[config.mk]
export PLATFORM = sky130hd
export DESIGN_NAME = imem_ctrl
export DESIGN_NICKNAME = d
export VERILOG_FILES = /design/src/rtl/imem_ctrl_pkg.sv /design/src/rtl/imem_ctrl.sv
export SDC_FILE = /design/constraint.sdc
export NUM_CORES = 1
export LEC_CHECK = 0
export CORE_ASPECT_RATIO = 1.5
export CORE_UTILIZATION = 33
export CTS_BUF_LIST = sky130_fd_sc_hd__clkbuf_2 sky130_fd_sc_hd__clkbuf_4 sky130_fd_sc_hd__clkbuf_8
export CTS_CLUSTER_DIAMETER = 150
export DETAILED_ROUTE_END_ITERATION = 6
export PLACE_DENSITY = 0.95
export SYNTH_ARGS = -nofsm -noshare
export SYNTH_HDL_FRONTEND = slang
export SYNTH_SLANG_ARGS = --single-unit
[constraint.sdc]
create_clock -name clk -period 2.9 [get_ports clk]
set_input_delay 0.87 -clock clk [delete_from_list [all_inputs] [get_ports clk]]
set_output_delay 0.87 -clock clk [all_outputs]
set_load 0.01 [all_outputs]
[src/rtl/imem_ctrl_pkg.sv]
// Shared constants for the instruction-memory controller: word width, BRAM depth
// and FSM state encodings.
// Latency: n/a (constants only).
// Backpressure: n/a.
package imem_ctrl_pkg;

  // Instruction word width and instruction BRAM depth (in words).
  localparam int RV_DATA_WIDTH = 32;
  localparam int I_BRAM_DEPTH  = 1024;

  // Load/run FSM encodings. The fourth code is unused and decodes back to IDLE.
  localparam logic [1:0] ST_IDLE = 2'd0;
  localparam logic [1:0] ST_LOAD = 2'd1;
  localparam logic [1:0] ST_RUN  = 2'd2;

endpackage

[src/rtl/imem_ctrl.sv]
// Instruction-memory controller: streams a program into the BRAM write port,
// then serves core fetches from the BRAM read port.
// Latency: a load word is written in its handshake cycle; a fetch response
// appears one cycle after the request.
// Backpressure: ld_ready is high only in LOAD; fetch_ready is high only in RUN.
// Neither handshake stalls within its own state.
//
// Ports:
//   clk, rst                      clock, async active-low reset
//   load_start, load_len          load command and word count
//   ld_valid/ld_ready, ld_data    load-word stream
//   load_busy/done/err            load status
//   fetch_req/ready, fetch_pc     core fetch request (byte PC)
//   fetch_valid/misalign/instr    fetch response
//   bram_w_*, bram_r_*            BRAM write and read ports
module imem_ctrl
  import imem_ctrl_pkg::*;
#(
  parameter int DATA_WIDTH = RV_DATA_WIDTH,
  parameter int DEPTH      = I_BRAM_DEPTH,
  parameter int AW         = 10
) (
  input  logic                  clk,
  input  logic                  rst,
  input  logic                  load_start,
  input  logic [AW:0]           load_len,
  input  logic                  ld_valid,
  output logic                  ld_ready,
  input  logic [DATA_WIDTH-1:0] ld_data,
  output logic                  load_busy,
  output logic                  load_done,
  output logic                  load_err,
  input  logic                  fetch_req,
  output logic                  fetch_ready,
  input  logic [31:0]           fetch_pc,
  output logic                  fetch_valid,
  output logic                  fetch_misalign,
  output logic [DATA_WIDTH-1:0] fetch_instr,
  output logic [AW-1:0]         bram_w_addr,
  output logic [DATA_WIDTH-1:0] bram_w_dat,
  output logic                  bram_w_enb,
  output logic [AW-1:0]         bram_r_addr,
  output logic                  bram_r_enb,
  input  logic [DATA_WIDTH-1:0] bram_r_dat
);

  localparam logic [AW:0] DEPTH_L = (AW+1)'(DEPTH);

  logic [1:0]    state_q, state_d;
  logic [AW-1:0] waddr_q, waddr_d;
  logic [AW:0]   remain_q, remain_d;
  logic          done_q, done_d;
  logic          err_q, err_d;
  logic          fvalid_q, fvalid_d;
  logic          fmis_q, fmis_d;

  logic st_load, st_run;
  logic len_ok, wr_fire, rd_req, aligned;

  // PC bits above the BRAM word address are ignored, so fetches wrap modulo DEPTH.
  logic unused_pc_hi;
  assign unused_pc_hi = ^fetch_pc[31:AW+2];

  assign st_load = (state_q == ST_LOAD);
  assign st_run  = (state_q == ST_RUN);
  assign len_ok  = (load_len != '0) && (load_len <= DEPTH_L);
  assign aligned = (fetch_pc[1:0] == 2'b00);
  assign wr_fire = ld_valid & st_load;
  assign rd_req  = fetch_req & st_run;

  assign ld_ready    = st_load;
  assign load_busy   = st_load;
  assign fetch_ready = st_run;
  assign load_done   = done_q;
  assign load_err    = err_q;

  // Writes are only possible in LOAD and reads only in RUN, so the two
  // enables are mutually exclusive by construction.
  assign bram_w_enb  = wr_fire;
  assign bram_w_addr = waddr_q;
  assign bram_w_dat  = ld_data;
  assign bram_r_enb  = rd_req & aligned;
  assign bram_r_addr = fetch_pc[AW+1:2];

  // Read data arrives one cycle after the enable, aligned with fvalid_q.
  assign fetch_valid    = fvalid_q;
  assign fetch_misalign = fmis_q;
  assign fetch_instr    = fvalid_q ? bram_r_dat : '0;

  always_comb begin
    state_d  = state_q;
    waddr_d  = waddr_q;
    remain_d = remain_q;
    done_d   = done_q;
    err_d    = err_q;
    fvalid_d = rd_req & aligned;
    fmis_d   = rd_req & ~aligned;

    case (state_q)
      ST_IDLE, ST_RUN: begin
        if (load_start) begin
          if (len_ok) begin
            state_d  = ST_LOAD;
            waddr_d  = '0;
            remain_d = load_len;
            done_d   = 1'b0;
            err_d    = 1'b0;
          end else begin
            err_d = 1'b1;
          end
        end
      end
      ST_LOAD: begin
        // load_start is ignored while a load is in progress.
        if (wr_fire) begin
          waddr_d  = waddr_q + AW'(1);
          remain_d = remain_q - (AW+1)'(1);
          if (remain_q == (AW+1)'(1)) begin
            state_d = ST_RUN;
            done_d  = 1'b1;
          end
        end
      end
      default: state_d = ST_IDLE;
    endcase
  end

  always_ff @(posedge clk or negedge rst) begin
    if (!rst) begin
      state_q  <= ST_IDLE;
      waddr_q  <= '0;
      remain_q <= '0;
      done_q   <= 1'b0;
      err_q    <= 1'b0;
      fvalid_q <= 1'b0;
      fmis_q   <= 1'b0;
    end else begin
      state_q  <= state_d;
      waddr_q  <= waddr_d;
      remain_q <= remain_d;
      done_q   <= done_d;
      err_q    <= err_d;
      fvalid_q <= fvalid_d;
      fmis_q   <= fmis_d;
    end
  end

endmodule
# Word level (Yosys, flattened, before mapping)
# Index checks and enable logic that the tools add are counted.
# W data, S select, Z words.
word_totals:
  memories: 0
  elab_cells: 52
  reg_bits: 27
  rom_bits: 0
  output_inout_bits: 93
  ram_bits: 0
  latchBits: 0
  input_bits: 112
classes:
  add_sub_neg: 2
  shift: 0
  eq_ne: 7
  n_reduce_logical: 10
  muxes: 20
  bitwise_logic: 5
  n_mul: 0
  n_lt_le_gt_ge: 1
  div_mod_pow: 0
op_table:
  columns: ["operator", "n"]
  rows:
  - ["$mux W11", 3]
  - ["$mux W32", 1]
  - ["$mux W10", 3]
  - ["$pmux W11 S2", 1]
  - ["$pmux W10 S2", 1]
  - ["$eq A11 B1 Y1 const B", 1]
  - ["$le A11 B11 Y1 const B", 1]
  - ["$reduce_bool A11 Y1", 1]
  - ["$sub A11 B1 Y11 const B", 1]
  - ["$add A10 B1 Y10 const B", 1]
  - ["$mux W2", 4]
  - ["$reduce_and A4 Y1", 2]
  - ["$ne A2 B2 Y1 const B", 3]
  - ["$mux W1", 5]
  - ["$reduce_and A5 Y1", 1]
  - ["$and A1 B1 Y1", 4]
  - ["$logic_not A2 Y1", 2]
  - ["$pmux W2 S2", 1]
  - ["$eq A2 B1 Y1 const B", 1]
  - ["$eq A2 B2 Y1 const B", 1]
  - ["$ne A2 B1 Y1 const B", 1]
  - ["$pmux W1 S2", 1]
  - ["$reduce_and A2 Y1", 1]
  - ["$reduce_bool A2 Y1", 1]
  - ["3 further kinds", 3]

# Logic depth before layout (Yosys ltp)
logic_depth:
  depth_word: 5
  depth_mapped: 11
  mapped_depth_nobuf: 8

# Worst setup path after synthesis
# OpenSTA, ideal clock, no wires.
synth_timing:
  path_kind: "input-to-reg"
  from: "in load_len[5]"
  to: "reg remain_q[7]"
  t_arrival_ns: 2.167
  slack_ns: 0.607
  setup_time_ns: 0.126
  stages: 5
  path_buffers: 1
  t_required_ns: 2.774
  path_cell_list: "nor4_1 > a21oi_1 > or3_1 > buf_2 > a221o_1"
synth_between:
  elab_chain_cells: 4
  elab_cells_between_ends: 5
  cone_classes: "order compare (1); eq/ne (1); reduce/logical (3)"
synth_rtl:
  columns: ["element", "line", "text"]
  rows:
  - ["start: declaration", "imem_ctrl.sv:26", "input logic [AW:0] load_len,"]
  - ["$le A11 B11 Y1 or $reduce_bool A11 Y1 (tied branches)", "imem_ctrl.sv:66", "assign len_ok = (load_len != '0) && (load_len <= DEPTH_L);"]
  - ["$logic_and A1 B1 Y1 (*)", "imem_ctrl.sv:66", null]
  - ["$ne A2 B2 Y1 (no source line) (*)", null, null]
  - ["$reduce_and A4 Y1 (no source line) (*)", null, null]
  - ["end signal: assignment", "imem_ctrl.sv:140", "remain_q <= remain_d;"]
  - ["end: declaration", "imem_ctrl.sv:51", "logic [AW:0] remain_q, remain_d;"]
# Every way passes the cells marked *; elsewhere a longest branch is shown, timed or not.
# A chain may end at the register's enable or synchronous reset.

# Worst setup path after layout
layout_timing:
  from: "in bram_r_dat[0]"
  to: "out fetch_instr[0]"
layout_between:
  elab_chain_cells: 1
layout_rtl:
  columns: ["element", "line", "text"]
  rows:
  - ["start: declaration", "imem_ctrl.sv:44", "input logic [DATA_WIDTH-1:0] bram_r_dat"]
  - ["$mux W32", "imem_ctrl.sv:88", "assign fetch_instr = fvalid_q ? bram_r_dat : '0;"]
  - ["end: declaration", "imem_ctrl.sv:38", "output logic [DATA_WIDTH-1:0] fetch_instr,"]
# Every way passes these cells.

==> impl_metrics.json <==
{
  "syn_inst": 249,
  "worst_hold_path.endpoint": "bram_w_addr[9]$_DFFE_PN0P_",
  "cts.path.max_buffers": 2,
  "ir_drop_v": 0.0002446,
  "cts_hold_buf": 0,
  "hold_class": "reg -> reg",
  "grt_max_degree": 34,
  "final_area_um2": 2958,
  "grt_pass1_wl_um": 10230,
  "placed_cells": 381,
  "ant_nets": 0,
  "die_x_um": 67.01,
  "fmax_mhz": 348.2,
  "period_share_pct": 99.03,
  "ys.flop_type": "dfrtp_1",
  "avgSynthCellArea_um2": 8.402,
  "worstMarginPinSlew_ns": 0.7020,
  "hold_start": "bram_w_addr[9]$_DFFE_PN0P_",
  "place_ws_ns": -0.1259,
  "max_slew_margin_pct": 53.20,
  "ys_seq_area_share_pct": 32.30,
  "wirelength_um": 7058,
  "via_count": 1994,
  "grt-busiest-layer": "met2",
  "drive_above_1_share_pct": 7.717,
  "io_buffers": 100,
  "rsz0062_at_grt": "no",
  "worst-r2r-cell-count": 10,
  "antenna_found_initial": 0,
  "drc": 0,
  "finalWorstSetupSlack_ns": 0.02810,
  "r2r-start": "state_q[0]$_DFFE_PN0P_",
  "initial_core_util_pct": 34.12,
  "skew_ns": 0.01976,
  "ys_types": 50,
  "multiInputGateArea_um2": 996.0,
  "nets": 427,
  "dp_hpwl_um": 5740,
  "num_antenna_cells": 0,
  "worstPathRequired_ns": 2.03,
  "dr.pass1.iters": 4,
  "crit_path_start_kind": "input port",
  "drt_iter0_markers": 171,
  "r2r_end": "bram_w_addr[8]$_DFFE_PN0P_",
  "placed_cell_area_um2": 2899,
  "viasPerCell": 5.179,
  "core-area_um2": 6131,
  "min_period_ns": 2.872,
  "arrival_ns": 2.00,
  "grt_pass1_vias": 1915,
  "numCtsBuffers": 3,
  "clkTransAtPathRegs_ns": 0.12,
  "hold_viol": 0,
  "drv_cap": 0,
  "synth_edf_count": 0,
  "syn-cell-area_um2": 2092,
  "instances_no_fill": 385,
  "drv_slew": 0,
  "powerDensity_nw_per_um2": 420.9,
  "rows": 35,
  "end_kind": "primary output",
  "synth_fp_nets": 364,
  "holdPathStages": 1,
  "use_met1_pct": 22.44,
  "ys_async_sr_fraction_pct": 100.0,
  "finalSetupViolations": 0,
  "overflow": 0,
  "status": "finished, final reports clean",
  "register_area_um2": 675.6,
  "cts_tree": "built",
  "htreeDepth": 1,
  "grtUsageTotal_pct": 20.62,
  "die_y_um": 99.52,
  "reg2reg_setup_slack_ns": 0.74,
  "tns_ns": 0,
  "dieArea_um2": 6669,
  "whs_ns": 0.5010,
  "worst-path-max-fanout": 1,
  "p_leak_nw": 1.277,
  "synth-warning-count": 0,
  "clock_sinks": 27,
  "insertion_delay_ns": 0.29,
  "crit_type": "in -> out",
  "area_delta_synth_final_pct": 41.39,
  "fillers": 578,
  "root_buffer": "clkbuf_8",
  "ys_seq_elements": 27,
  "gp_congestion": 0.8488,
  "wl_per_cell_um": 18.33,
  "grt_use_met2_pct": 28.23,
  "io_pins": 205,
  "grt_use_met3_pct": 14.79
}
==> registers in the layout, indices dropped and copies added, names as in the netlist <==
register        flops
remain_q           11
bram_w_addr        10
state_q             2
fetch_misalign      1
fetch_valid         1
load_done           1
load_err            1
==> placed cells by master (no fill, tap or decap), types with 6 or more instances in the layout <==
| master | count |
|---|---|
| and2_1 | 34 |
| nand3_1 | 7 |
| dfrtp_1 | 27 |
| clkdlybuf4s50_1 | 92 |
| o21ai_0 | 6 |
| buf_4 | 11 |
| a21oi_1 | 12 |
| nor2_1 | 15 |
| nor3_1 | 7 |
| o21ai_1 | 17 |
| nand2_1 | 10 |
==> critical path, stage by stage <==
cell and delay, ns:
clkdlybuf4s50_1 0.45, and2_1 0.13, clkdlybuf4s50_1 0.55
==> worst max-delay path by stage <==
stage	from	endpoint	slack [ns]	depth (start not counted)
after floorplan	load_len[5]	remain_q[7]$_DFFE_PN0P_	0.61	5
after global placement	fetch_req	bram_r_enb	-0.11	4
after detailed placement	fetch_req	bram_r_enb	-0.13	4
after CTS	bram_r_dat[9]	fetch_instr[9]	0.01	3
after global routing	bram_r_dat[3]	fetch_instr[3]	0.003	3
final	bram_r_dat[0]	fetch_instr[0]	0.03	3
==> power breakdown <==
group / switching [mW] / internal (mW) / leakage, nW / total (mW)
combinational: 0.177 / 0.243 / 0.911 / 0.420
sequential: 0.130 / 0.460 / 0.340 / 0.590
clock: 0.133 / 0.101 / 0.0261 / 0.234
total: 0.440 / 0.804 / 1.28 / 1.24
==> through the flow <==
stage	power, mW	util [%]
2_1_floorplan	0.8423	-
3_3_place_gp	0.9841	47.29
3_5_place_dp	1.013	47.29
4_1_cts	1.248	48.04
5_1_grt	1.328	48.24
6_report	1.245	48.24
==> per-layer routing <==
layer	vias up	wire length, µm
met5	-	0
li1	942	-
met2	102	3226
met1	924	2348
met4	0	264
met3	26	1220
==> cell usage after synthesis (2+ instances only) <==
cell | number | area (µm²)
o21ai_1 | 17 | 85.08
clkbuf_1 | 6 | 22.52
ha_1 | 3 | 37.54
nand3_1 | 7 | 35.03
a221o_1 | 2 | 20.02
nor4_1 | 3 | 18.77
nand2_1 | 10 | 37.54
and2_1 | 34 | 212.7
o21ai_0 | 6 | 30.03
buf_6 | 3 | 33.78
nor3_1 | 7 | 35.03
inv_1 | 5 | 18.77
or3_1 | 3 | 18.77
dfrtp_1 | 27 | 675.7
buf_2 | 2 | 10.01
nand4_1 | 2 | 12.51
a21oi_1 | 12 | 60.06
nor2_1 | 15 | 56.30
nor2b_1 | 2 | 12.51
o22ai_1 | 2 | 12.51
and4_1 | 2 | 17.52
a31oi_1 | 5 | 31.28
buf_4 | 43 | 322.8
and3_1 | 2 | 12.51
o22a_1 | 2 | 17.52
nand2b_1 | 3 | 18.77
==> final cells by class <==
type / instances / share of cell area (%)
multi-input combinational: 161 / 33.67
clock inverter: 1 / 0.2961
clock buffer: 3 / 1.396
tap: 74 / 3.130
inverter: 7 / 1.058
timing repair buffer: 112 / 37.61
sequential: 27 / 22.84
==> logic make-up (layout without fill, tap and decap cells) <==
| kind of cell | Yosys count | after routing | synth area share (%) |
|---|---|---|---|
| flip-flops | 27 | 27 | 32.30 |
| adder cells (fa/ha/maj) | 3 | 3 | 1.794 |
| AND/OR/NAND/NOR | 99 | 99 | 27.87 |
| buffers and inverters | 61 | 123 | 20.10 |
| XOR/XNOR | 1 | 1 | 0.4187 |
| AO/OA/AOI/OAI | 56 | 56 | 16.51 |
| multiplexers | 2 | 2 | 1.017 |
==> repair_timing <==
item	4_1_cts	5_1_grt
gates cloned	0	0
endpoints found under the setup margin	3	5
gates resized for setup	3	5
setup buffers	0	0
No activity file was read; power rests on OpenSTA's default activity.
